## src/rtl/ram_req_ctrl_pkg.sv

```systemverilog
// Shared types and defaults for the RAM request controller.
// Latency: n/a (declarations only).
// Backpressure: n/a.
package ram_req_ctrl_pkg;

    localparam int               DEF_ADDR_W     = 2;
    localparam int               DEF_DATA_W     = 8;
    localparam logic [7:0]       DEF_INIT_VALUE = 8'h00;

    // Controller sequencing states; INIT is only reachable when the
    // post-reset clear feature is compiled in.
    typedef enum logic [2:0] {
        INIT,
        IDLE,
        WR,
        RD,
        CAP,
        RSP
    } state_e;

endpackage

```

## src/rtl/ram_req_ctrl.sv

```systemverilog
// Request-side controller owning the address/data_in/write_enable ports of a synchronous RAM.
// Latency: write occupies 2 cycles; read response valid 3 cycles after the request handshake.
// Backpressure: one request in flight; req_ready low until the write retires or rsp is accepted.
// Optional post-reset clear of every location is enabled by defining RAM_REQ_CTRL_INIT_EN.
module ram_req_ctrl
    import ram_req_ctrl_pkg::*;
#(
    parameter int                ADDR_W     = DEF_ADDR_W,
    parameter int                DATA_W     = DEF_DATA_W,
    parameter logic [DATA_W-1:0] INIT_VALUE = DATA_W'(DEF_INIT_VALUE)
) (
    input  logic              clk,
    input  logic              rst_n,
    input  logic              req_valid,
    output logic              req_ready,
    input  logic              req_write,
    input  logic [ADDR_W-1:0] req_addr,
    input  logic [DATA_W-1:0] req_wdata,
    output logic              rsp_valid,
    input  logic              rsp_ready,
    output logic [DATA_W-1:0] rsp_rdata,
    output logic              init_done,
    output logic [ADDR_W-1:0] ram_address,
    output logic [DATA_W-1:0] ram_data_in,
    output logic              ram_write_enable,
    input  logic [DATA_W-1:0] ram_data_out
);

    localparam int DEPTH = 2 ** ADDR_W;

    state_e              state_q, state_d;
    logic [ADDR_W-1:0]   addr_q, addr_d;
    logic [DATA_W-1:0]   din_q, din_d;
    logic                we_q, we_d;
    logic                rsp_valid_q, rsp_valid_d;
    logic [DATA_W-1:0]   rdata_q, rdata_d;
    logic                init_done_q, init_done_d;

`ifdef RAM_REQ_CTRL_INIT_EN
    logic [ADDR_W-1:0]   cnt_q, cnt_d;
    localparam state_e   RESET_STATE = INIT;
`else
    localparam state_e   RESET_STATE = IDLE;
    // The clear value only matters when the init walk is built in.
    logic                unused_init_value;
    assign unused_init_value = ^INIT_VALUE;
`endif

    assign req_ready        = (state_q == IDLE) && init_done_q;
    assign rsp_valid        = rsp_valid_q;
    assign rsp_rdata        = rdata_q;
    assign init_done        = init_done_q;
    assign ram_address      = addr_q;
    assign ram_data_in      = din_q;
    assign ram_write_enable = we_q;

    // Next-state and registered-output decode; write enable defaults low so it
    // can only pulse from a write handshake or an init step.
    always_comb begin
        state_d     = state_q;
        addr_d      = addr_q;
        din_d       = din_q;
        we_d        = 1'b0;
        rsp_valid_d = rsp_valid_q;
        rdata_d     = rdata_q;
        init_done_d = init_done_q;
`ifdef RAM_REQ_CTRL_INIT_EN
        cnt_d       = cnt_q;
`endif
        case (state_q)
`ifdef RAM_REQ_CTRL_INIT_EN
            INIT: begin
                we_d   = 1'b1;
                addr_d = cnt_q;
                din_d  = INIT_VALUE;
                // Counter parks on the last address instead of wrapping.
                if (cnt_q == ADDR_W'(DEPTH - 1)) begin
                    state_d = IDLE;
                end else begin
                    cnt_d = cnt_q + 1'b1;
                end
            end
`endif
            IDLE: begin
                // First IDLE edge marks init complete (the last init write,
                // if any, is retiring in this cycle).
                init_done_d = 1'b1;
                if (req_valid && req_ready) begin
                    addr_d = req_addr;
                    din_d  = req_wdata;
                    if (req_write) begin
                        we_d    = 1'b1;
                        state_d = WR;
                    end else begin
                        state_d = RD;
                    end
                end
            end
            WR: begin
                state_d = IDLE;
            end
            RD: begin
                // RAM registers data_out at the end of this cycle.
                state_d = CAP;
            end
            CAP: begin
                rdata_d     = ram_data_out;
                rsp_valid_d = 1'b1;
                state_d     = RSP;
            end
            RSP: begin
                if (rsp_ready) begin
                    rsp_valid_d = 1'b0;
                    state_d     = IDLE;
                end
            end
            default: begin
                state_d = IDLE;
            end
        endcase
    end

    // State and output registers with asynchronous clear.
    always_ff @(posedge clk or negedge rst_n) begin
        if (!rst_n) begin
            state_q     <= RESET_STATE;
            addr_q      <= '0;
            din_q       <= '0;
            we_q        <= 1'b0;
            rsp_valid_q <= 1'b0;
            rdata_q     <= '0;
            init_done_q <= 1'b0;
`ifdef RAM_REQ_CTRL_INIT_EN
            cnt_q       <= '0;
`endif
        end else begin
            state_q     <= state_d;
            addr_q      <= addr_d;
            din_q       <= din_d;
            we_q        <= we_d;
            rsp_valid_q <= rsp_valid_d;
            rdata_q     <= rdata_d;
            init_done_q <= init_done_d;
`ifdef RAM_REQ_CTRL_INIT_EN
            cnt_q       <= cnt_d;
`endif
        end
    end

endmodule

```

## config.mk

```make
export PLATFORM = sky130hd
export DESIGN_NAME = ram_req_ctrl
export DESIGN_NICKNAME = d
export VERILOG_FILES = /design/src/rtl/ram_req_ctrl_pkg.sv /design/src/rtl/ram_req_ctrl.sv
export SDC_FILE = /design/constraint.sdc
export NUM_CORES = 1
export LEC_CHECK = 0
export ABC_CLOCK_PERIOD_IN_PS = 1700
export BUFFER_PORTS_ARGS = -buffer_cell sky130_fd_sc_hd__buf_2
export CORE_MARGIN = 8
export CORE_UTILIZATION = 44
export DETAILED_ROUTE_END_ITERATION = 10
export PLACE_DENSITY = 0.74
export SYNTH_ARGS = -nofsm -noshare
export SYNTH_HDL_FRONTEND = slang
export SYNTH_SLANG_ARGS = --single-unit
export TNS_END_PERCENT = 100
```

## constraint.sdc

```tcl
create_clock -name clk -period 1.7 [get_ports clk]
set_input_delay 0.34 -clock clk [delete_from_list [all_inputs] [get_ports clk]]
set_output_delay 0.34 -clock clk [all_outputs]
set_load 0.02 [all_outputs]
```

Word level (Yosys, flattened, before mapping)

Cells that the tools add are included.

Bits in registers: 24
Latch bits: 0
Bits in writable memories: 0
Bits in read-only memories: 0
Input port bits: 23
Output and inout port bits: 22
Logic and storage cells: 28
Memories: 0

$add $sub $neg: 0
Multiply operators: 0
Divide/modulo/power cells: 0
Magnitude comparators: 0
Equality and inequality tests: 6
Shift operators: 0
Multiplexer cells: 9
Bitwise operators: 0
Reductions and logical operators: 6

Operator list:

| cell                 | number |
|---|---|
| $pmux W3 S4          | 1 |
| $eq A3 B3 Y1 const B | 2 |
| $mux W3              | 2 |
| $reduce_and A2 Y1    | 3 |
| $mux W1              | 5 |
| $eq A3 B1 Y1 const B | 1 |
| $eq A3 B2 Y1 const B | 1 |
| $logic_and A1 B1 Y1  | 2 |
| $ne A2 B1 Y1 const B | 1 |
| $ne A2 B2 Y1 const B | 1 |
| $pmux W1 S2          | 1 |
| $reduce_bool A2 Y1   | 1 |

Longest topological paths before layout

Gate-level depths: netlist of the first run.

Word-level depth: 5
Gate-level depth with buffers: 4
Gate-level depth less buffers: 3

Worst setup path before layout of the first run

OpenSTA, ideal clock, no wires.

Path type: register -> register
Start point: register state_q[0]
End point: register addr_q[0] (netlist: ram_address[0])
Library setup time: 0.125 ns
Arrival: 1.435 ns
Data required time: 1.575 ns
Slack: 0.140 ns
Cell stages (with the launch flop): 5
Buffers on the path: 1
Period minus slack after synthesis: 1.560 ns
Cells stage by stage: dfstp_2 > and4bb_4 > and2_4 > buf_6 > mux2_2

Cells in the longest elaborated chain, start to end: 4

Ends and longest elaborated chain:

| item                               | RTL line            | text |
|---|---|---|
| start: declaration                 | ram_req_ctrl.sv:31  | `state_e state_q, state_d;` |
| start signal: assignment           | ram_req_ctrl.sv:137 | `state_q <= state_d;` |
| $eq A3 B1 Y1                       | ram_req_ctrl.sv:49  | `assign req_ready = (state_q == IDLE) && init_done_q;` |
| $logic_and A1 B1 Y1                | ram_req_ctrl.sv:49  |  |
| via req_ready                      | ram_req_ctrl.sv:15  | `output logic req_ready,` |
| $logic_and A1 B1 Y1                | ram_req_ctrl.sv:88  | `if (req_valid && req_ready) begin` |
| $reduce_and A2 Y1 (no source line) | --                  |  |
| end signal: assignment             | ram_req_ctrl.sv:138 | `addr_q <= addr_d;` |
| end: declaration                   | ram_req_ctrl.sv:32  | `logic [ADDR_W-1:0] addr_q, addr_d;` |

The timed path passes the listed nets, and every way through them passes these cells.
A chain may end at the register's enable or synchronous reset.

Worst setup path after layout of the first run

Start point: register state_q[0]
End point: output req_ready

Cells in the longest elaborated chain, start to end: 2

Ends and longest elaborated chain:

| item                | RTL line |
|---|---|
| $eq A3 B1 Y1        | ram_req_ctrl.sv:49 |
| $logic_and A1 B1 Y1 | ram_req_ctrl.sv:49 |
| end: declaration    | ram_req_ctrl.sv:15 |

No other way between the ends.

==> results of run 1 <==
-- how the worst min path moves through the flow --
stage                                 to  slack, ns  cells past startpoint
after CTS                      init_done      0.004                      1
final                     ram_data_in[5]       0.26                      2
after detailed placement    rsp_rdata[4]       0.34                      1
after global routing      ram_data_in[5]       0.24                      2
after floorplan                init_done       0.04                      0
after global placement      rsp_rdata[4]       0.34                      1
-- state kept, by name, summed over array words and instances (netlist names) --
| register | cells |
|---|---|
| ram_write_enable | 1 |
| rsp_rdata | 8 |
| state_q | 3 |
| ram_address | 2 |
| rsp_valid | 1 |
| init_done | 1 |
| ram_data_in | 8 |
-- layout make-up --
cell class,count,share of cell area [%]
sequential,24,49.6
multi-input combinational,31,25.0
timing repair buffer,46,19.6
clock buffer,4,2.99
tap,27,2.79
-- per-stage QoR --
step	setup slack (ns)	instances	power [mW]	hold WS, ns
after global routing	0.00564	132	2.47	0.238
after detailed placement	0.188	127	2.06	0.344
final	0.0626	132	2.31	0.255
after floorplan	0.140	56	1.71	0.0444
after CTS	0.0449	131	2.35	0.00352
after global placement	0.223	127	2.04	0.338
-- Yosys cell counts (all sizes together) --
cell type	count
o21ai	1
or2	1
buf	1
dfstp	1
nand2	2
nand3b	2
a21o	1
and2	1
mux2	18
and4bb	1
nor2b	1
and3	1
dfrtp	23
nor3b	2
-- timing repair --
| action | 4_1_cts | 5_1_grt |
|---|---|---|
| hold endpoints to repair | 0 | 9 |
| buffers inserted | 0 | 0 |
| hold buffers | 0 | 1 |
-- layout by cell type, fill, tap and decap left out --
cell type and count:
buf_2 44, dfrtp_1 23, mux2_2 18, clkbuf_4 3, nand3b_1 2, nand2_1 2
and4bb_4 1, and3_2 1, and2_4 1, nor3b_2 1, a21o_1 1, nor3b_1 1
or2_2 1, nor2b_1 1, o21ai_0 1, clkbuf_8 1, dlygate4sd3_1 1, buf_4 1
dfstp_2 1
-- layer usage --
metal,up-vias,GRT usage (%),routed length [microns]
met4,0,7.79,36
met1,287,11.1,695
met3,2,1.04,93
met5,-,0,0
met2,14,16.7,995
li1,299,-,-
-- power by group --
| group | switching (mW) | internal [mW] |
|---|---|---|
| clock network | 0.155 | 0.130 |
| logic | 0.571 | 0.480 |
| registers | 0.137 | 0.839 |
-- cells by family after synthesis --
kind of cell	after synthesis	synth area share, %
DFF	24	65.7
buffers and inverters	1	1.23
AOI/OAI and AO/OA	2	1.37
and+or+nand+nor	11	9.56
muxes	18	22.1
-- critical path, delay by kind of cell, from the launching register on --
family | cells | cell delay (ns)
flip-flops | 1 | 0.59
buffers and inverters | 1 | 0.16
AND/OR/NAND/NOR | 1 | 0.25
==> impl_metrics.py, run 1 <==
metrics = {
    "status": {
        "status": "completed",
    },
    "finish": {
        "final_util_pct": 61.8,
        "nets": 129,
        "fillers": 176,
        "seqCellArea_sq_um": 602,
        "synthToLayoutAreaGrowth_pct": 32.4,
        "fin_area_sq_mm": 0.00121,
        "diodes": 0,
        "multi_input_area_sq_um": 303,
        "drive_gt1_share_pct": 69.5,
    },
    "sta": {
        "setup_viol": 0,
        "worst_slew_pin_slew_ns": 0.507,
        "drv_slew": 0,
        "setup_tns_ns": 0,
        "fin_skew_ns": 0.0111,
        "hold_viol": 0,
        "slew_headroom_pct": 66.2,
        "min_period_ns": 1.64,
        "fin_crit_sh_pct": 96.3,
        "fmax_mhz": 611,
        "rsz0062_at_grt": "false",
    },
    "grt": {
        "grt_util_all_layers_pct": 9.93,
        "overflow": 0,
        "antenna_found_initial": 0,
        "grt_pass1_vias": 600,
        "grt_pass1_wl_microns": 2800,
        "grt_start_max_net_pins": 25,
    },
    "critical_path": {
        "max_stage_delay_ns": 0.59,
        "worstPathCellList": "and4bb_4, buf_2",
        "critPathSlowestCell": "dfstp_2",
        "crit_path_start": "state_q[0]",
        "worstPathRequired_ns": 1.36,
        "r2r-end": "ram_data_in[1]",
        "end_kind": "output port",
        "crit_type": "reg -> out",
        "crit_fanout": 5,
        "reg2reg_slack_ns": 0.19,
        "endpoint": "req_ready",
        "crit_arrival_ns": 1.30,
        "start_kind": "register",
        "reg2regPathDepth": 3,
        "r2r_start": "state_q[0]",
    },
    "power_and_ir_drop": {
        "power.density_mw_per_mm2": 1910,
        "vdd_drop_max_mv": 0.982,
        "p_leak_nw": 0.591,
    },
    "flow_run": {
        "drv_cap": 0,
    },
    "floorplanning": {
        "fp.coreArea_sq_mm": 0.00196,
        "rows": 16,
        "start_util_pct": 46.7,
        "dieArea_sq_mm": 0.00380,
        "die_w_microns": 61.6,
        "boundaryPins": 45,
        "fp.dieH_microns": 61.6,
    },
    "detailed_routing": {
        "via_per_inst": 4.56,
        "drc": 0,
        "routedWlPerCell_microns": 13.8,
        "dr.pass1.iters": 4,
        "vias": 602,
        "wl_microns": 1820,
        "antenna_left": 0,
        "initialDrtViolationCount": 14,
    },
    "place": {
        "dp_hpwl_microns": 1450,
        "placed_area_sq_mm": 0.00117,
        "place.gp.congestion": 0.764,
        "io_buffers": 44,
    },
    "cts": {
        "cts_tree": "built",
        "cts.path.max_buffers": 2,
        "cts_root_buffer": "clkbuf_4",
        "cts.clk_slew.worst_paths_ns": 0.13,
        "clk_latency_ns": 0.30,
        "ctsResizeCount": 0,
        "cts_max_level": 1,
        "numCtsBuffers": 3,
        "numClockSinks": 24,
    },
    "yosys": {
        "yosys.area.top_type": "dfrtp_1",
        "synth_area_leaders": "dfrtp_1 63%, mux2_2 22%, dfstp_2 2.9%",
        "yosysTopAreaCellShare_pct": 62.8,
        "syn_area_per_cell_sq_um": 16.4,
        "ys_warn_count": 0,
        "ys_ff_latch": 24,
        "syn_nets": 79,
        "yosysUniqueCellTypes": 15,
        "seq_area_frac_synth_pct": 65.7,
        "syn_inst": 56,
        "netlist_area_sq_um": 916,
    },
    "min_path": {
        "hp-class": "in -> reg",
        "min_from": "req_wdata[5]",
    },
}
Power figures use the tool's default switching activity.
==> run 2: changes to the inputs <==
- REMOVE_ABC_BUFFERS: default -> 1
==> impl_metrics.py, run 2 (synthesized netlist as in run 1, its figures left out) <==
metrics = {
    "finish": {
        "stdcell_count": 133,
        "nets": 130,
        "diodes": 0,
        "layout_common_cells": "44 x buf_2, 23 x dfrtp_1, 18 x mux2_2",
        "multi_input_area_sq_um": 303,
        "synthToLayoutAreaGrowth_pct": 32.1,
        "seqCellArea_sq_um": 602,
        "drive_gt1_share_pct": 68.9,
        "layout_commonest_cell": "buf_2",
        "fillers": 190,
        "final_util_pct": 61.7,
    },
    "critical_path": {
        "r2r_start": "state_q[0]",
        "crit_arrival_ns": 1.28,
        "reg2reg_slack_ns": 0.21,
        "end_kind": "output port",
        "r2r-end": "ram_data_in[4]",
        "crit_fanout": 4,
        "cpLargestDelayFamily": "flip-flops",
        "critical_path_buf_inv_count": 1,
        "crit_type": "reg -> out",
        "worstPathRequired_ns": 1.36,
        "start_kind": "register",
        "path_depth": 2,
        "reg2regPathDepth": 3,
        "endpoint": "req_ready",
        "worstPathCellList": "and4bb_4, buf_2",
        "max_stage_delay_ns": 0.57,
        "critPathSlowestCell": "dfstp_2",
        "crit_path_start": "state_q[0]",
    },
    "flow_run": {
        "drv_cap": 0,
    },
    "cts": {
        "cts_max_level": 1,
        "ctsResizeCount": 0,
        "cts.clk_slew.worst_paths_ns": 0.12,
        "numCtsBuffers": 3,
        "clk_latency_ns": 0.30,
        "cts_tree": "built",
        "numClockSinks": 24,
        "cts.path.max_buffers": 2,
        "cts_root_buffer": "clkbuf_4",
    },
    "min_path": {
        "min_from": "ram_data_out[5]",
        "hp-class": "in -> reg",
    },
    "detailed_routing": {
        "dr.pass1.iters": 4,
        "vias": 624,
        "routedWlPerCell_microns": 13.7,
        "drc": 0,
        "via_per_inst": 4.69,
        "antenna_left": 0,
        "initialDrtViolationCount": 5,
        "wl_microns": 1820,
    },
    "floorplanning": {
        "rows": 16,
        "fp.coreArea_sq_mm": 0.00196,
        "boundaryPins": 45,
        "die_w_microns": 61.6,
        "start_util_pct": 46.7,
        "fp.dieH_microns": 61.6,
        "dieArea_sq_mm": 0.00380,
    },
    "grt": {
        "grt_pass1_vias": 693,
        "grt_util_all_layers_pct": 11.0,
        "antenna_found_initial": 0,
        "grt_start_max_net_pins": 25,
        "grt_pass1_wl_microns": 3040,
        "overflow": 0,
    },
    "sta": {
        "hold_viol": 0,
        "setup_viol": 0,
        "slew_headroom_pct": 66.6,
        "fin_skew_ns": 0.00855,
        "worst_slew_pin_slew_ns": 0.502,
        "rsz0062_at_grt": "false",
        "drv_slew": 0,
        "fmax_mhz": 618,
        "setup_tns_ns": 0,
        "fin_crit_sh_pct": 95.2,
        "setup_slack_ns": 0.0823,
        "min_period_ns": 1.62,
        "holdWs_ns": 0.254,
    },
    "power_and_ir_drop": {
        "power_frac_comb_pct": 46.7,
        "vdd_drop_max_mv": 1.06,
        "p_seq_share_pct": 42.7,
        "power.switching_mw": 0.869,
        "clkPwrFrac_pct": 10.6,
        "p_leak_nw": 0.590,
        "swShare_pct": 38.0,
        "power.internal_mw": 1.42,
        "power.density_mw_per_mm2": 1890,
    },
    "place": {
        "io_buffers": 44,
        "place.gp.congestion": 0.765,
        "post-place-ws_ns": 0.186,
        "dp_hpwl_microns": 1460,
        "place_inst": 127,
    },
    "status": {
        "status": "completed",
    },
}
[run 2: cell count changes in the layout (fill, tap and decap cells not counted), sizes merged]
cell | before | now
buf | 45 | 46
[run 2: layout make-up]
class	count	share of cell area (%)
clock buffers	4	2.17
multi-input cells	31	25.0
flip-flops and latches	24	49.7
well taps	27	2.79
repair buffers	47	20.3
[run 2: repair_timing]
item | CTS | global route
buffers inserted | 0 | 1
endpoints found under the setup margin | 0 | 1
endpoints found under the hold margin | 12 | 0
hold buffers | 1 | 0
[run 2: metrics by stage]
step | power [mW] | instance area, sq um
2_1_floorplan | 1.69 | 905
4_1_cts | 2.32 | 1200
3_5_place_dp | 2.07 | 1170
6_report | 2.29 | 1210
3_3_place_gp | 2.04 | 1170
5_1_grt | 2.45 | 1210
[run 2: power groups by stage]
stage / registers (mW) / clock network (mW) / logic [mW]
4_1_cts: 0.985 / 0.254 / 1.08
3_5_place_dp: 0.996 / 0 / 1.07
6_report: 0.977 / 0.243 / 1.07
2_1_floorplan: 1.29 / 0 / 0.401
5_1_grt: 1.02 / 0.278 / 1.15
3_3_place_gp: 0.983 / 0 / 1.06
[run 2: worst min-delay path by stage]
| stage | depth (start not counted) | end | slack (ns) |
|---|---|---|---|
| 6_report | 2 | rsp_rdata[5] | 0.25 |
| 5_1_grt | 2 | rsp_rdata[5] | 0.23 |
| 4_1_cts | 2 | rsp_rdata[5] | 0.25 |
| 3_5_place_dp | 1 | ram_address[0] | 0.34 |
| 3_3_place_gp | 1 | ram_address[0] | 0.34 |
| 2_1_floorplan | 0 | init_done | 0.04 |
[run 2: routing by layer]
layer | up-vias | track usage, % | routed length, microns
met5 | - | 0 | 0
met4 | 0 | 5.84 | 32
met3 | 4 | 3.34 | 77
met2 | 18 | 18.9 | 993
met1 | 305 | 11.7 | 720
li1 | 297 | - | -
==> run 3: changes to the inputs <==
--- a/config.mk
+++ b/config.mk
@@ -9,2 +9,3 @@
 export BUFFER_PORTS_ARGS = -buffer_cell sky130_fd_sc_hd__buf_2
+export CAP_MARGIN = 20
 export CORE_MARGIN = 8
@@ -14,2 +15,3 @@
 export REMOVE_ABC_BUFFERS = 1
+export SETUP_SLACK_MARGIN = 0.2
 export SYNTH_ARGS = -nofsm -noshare
==> constraint.sdc (replaced) <==
create_clock -name clk -period 1.7 [get_ports clk]
set_input_delay 0.17 -clock clk [delete_from_list [all_inputs] [get_ports clk]]
set_output_delay 0.17 -clock clk [all_outputs]
set_load 0.02 [all_outputs]
==> impl_metrics.py, run 3 (synthesized netlist as in run 1, its figures left out) <==
metrics = {
    "status": {
        "status": "completed",
    },
    "critical_path": {
        "end_kind": "register",
        "endpoint": "ram_data_in[4]",
        "critical_path_buf_inv_count": 0,
        "max_stage_delay_ns": 0.57,
        "reg2regPathDepth": 3,
        "start_kind": "register",
        "critPathSlowestCell": "dfstp_2",
        "reg2reg_slack_ns": 0.24,
        "crit_type": "reg -> reg",
        "crit_fanout": 6,
        "crit_arrival_ns": 1.67,
        "path_depth": 3,
        "worstPathCellList": "and4bb_4, and2_4, mux2_2",
        "crit_path_start": "state_q[0]",
        "worstPathRequired_ns": 1.91,
        "r2r_start": "state_q[0]",
        "cpLargestDelayFamily": "flip-flops",
        "r2r-end": "ram_data_in[4]",
    },
    "place": {
        "post-place-ws_ns": 0.186,
        "dp_hpwl_microns": 1460,
        "place.gp.congestion": 0.765,
        "io_buffers": 44,
    },
    "sta": {
        "fin_skew_ns": 0.00586,
        "fin_crit_sh_pct": 86.1,
        "hold_viol": 0,
        "setup_slack_ns": 0.237,
        "min_period_ns": 1.46,
        "setup_tns_ns": 0,
        "drv_slew": 0,
        "setup_viol": 0,
        "rsz0062_at_grt": "false",
        "holdWs_ns": 0.0758,
        "worst_slew_pin_slew_ns": 0.499,
        "slew_headroom_pct": 66.7,
        "fmax_mhz": 684,
    },
    "power_and_ir_drop": {
        "power.switching_mw": 0.891,
        "clkPwrFrac_pct": 10.6,
        "power_frac_comb_pct": 47.7,
        "power.density_mw_per_mm2": 1910,
        "swShare_pct": 38.0,
        "p_leak_nw": 0.600,
        "p_seq_share_pct": 41.7,
        "vdd_drop_max_mv": 1.05,
        "power.internal_mw": 1.45,
    },
    "floorplanning": {
        "fp.coreArea_sq_mm": 0.00196,
        "fp.dieH_microns": 61.6,
        "dieArea_sq_mm": 0.00380,
        "start_util_pct": 46.7,
        "rows": 16,
        "die_w_microns": 61.6,
        "boundaryPins": 45,
    },
    "detailed_routing": {
        "drc": 0,
        "via_per_inst": 4.70,
        "initialDrtViolationCount": 4,
        "routedWlPerCell_microns": 14.5,
        "vias": 635,
        "dr.pass1.iters": 4,
        "antenna_left": 0,
        "wl_microns": 1960,
    },
    "finish": {
        "diodes": 0,
        "layout_common_cells": "43 x buf_2, 23 x dfrtp_1, 18 x mux2_2",
        "fillers": 188,
        "drive_gt1_share_pct": 69.4,
        "layout_commonest_cell": "buf_2",
        "synthToLayoutAreaGrowth_pct": 34.2,
        "nets": 132,
    },
    "cts": {
        "cts_tree": "built",
        "numCtsBuffers": 3,
        "cts.path.max_buffers": 2,
        "numClockSinks": 24,
        "cts_max_level": 1,
        "cts.clk_slew.worst_paths_ns": 0.12,
        "cts_root_buffer": "clkbuf_4",
        "clk_latency_ns": 0.31,
    },
    "min_path": {
        "hp-class": "in -> reg",
    },
    "grt": {
        "grt_start_max_net_pins": 25,
        "grt_pass1_vias": 690,
        "overflow": 0,
        "antenna_found_initial": 0,
        "grt_util_all_layers_pct": 11.7,
        "grt_pass1_wl_microns": 3130,
    },
    "flow_run": {
        "drv_cap": 0,
    },
}
run 3: cell count changes in the layout (fill, tap and decap cells not counted):
cell    delta
and2_4     +1
buf_2      -1
buf_4      +2
run 3: per-stage QoR:
stage                     utilization, %  area [sq um]  total power [mW]  std cells
final                               62.6          1230              2.34        135
after global routing                62.6          1230              2.51        135
after CTS                           61.7          1210              2.34        133
after detailed placement            59.4          1170              2.07        127
after global placement              59.4          1170              2.04        127
after floorplan                        -           905              1.69         55
run 3: final cells by class:
cell class                 instances  area, sq um  share of cell area (%)
timing repair buffer              48          255                    20.8
tap                               27         33.8                    2.75
sequential                        24          602                    49.0
multi-input combinational         32          312                    25.4
clock buffer                       4         26.3                    2.14
run 3: repair_timing:
action	4_1_cts	5_1_grt
cloned	1	0
buffers inserted	0	2
hold endpoints to repair	23	0
endpoints found under the setup margin	10	10
pin swaps	1	1
gates resized for setup	1	1
hold buffers	1	0
run 3: power by group through the flow:
| stage | registers (mW) | clock network (mW) | logic, mW |
|---|---|---|---|
| after floorplan | 1.29 | 0 | 0.401 |
| after global placement | 0.983 | 0 | 1.06 |
| after detailed placement | 0.996 | 0 | 1.07 |
| after CTS | 0.985 | 0.254 | 1.10 |
| after global routing | 1.02 | 0.286 | 1.20 |
| final | 0.976 | 0.249 | 1.12 |
run 3: routing by layer:
layer  routed length, microns  track usage (%)  vias to the layer above
met3                       76             3.34                        5
li1                         -                -                      300
met5                        0                0                        -
met2                     1050             18.9                       17
met1                      773             12.4                      313
met4                       63             9.74                        0
run 3: worst min path at each step:
stage                          startpoint        endpoint  slack, ns  depth (start not counted)
after floorplan                     rst_n       init_done      -0.13                          0
final                     ram_data_out[5]    rsp_rdata[5]       0.08                          2
after global routing      ram_data_out[5]    rsp_rdata[5]       0.06                          2
after detailed placement            rst_n  ram_address[0]       0.17                          1
after CTS                 ram_data_out[5]    rsp_rdata[5]       0.08                          2
after global placement              rst_n  ram_address[0]       0.17                          1
run 3: worst register-to-register path: stages (launching register included):
cell      delay [ns]
dfstp_2         0.57
and4bb_4        0.26
and2_4          0.19
mux2_2          0.34
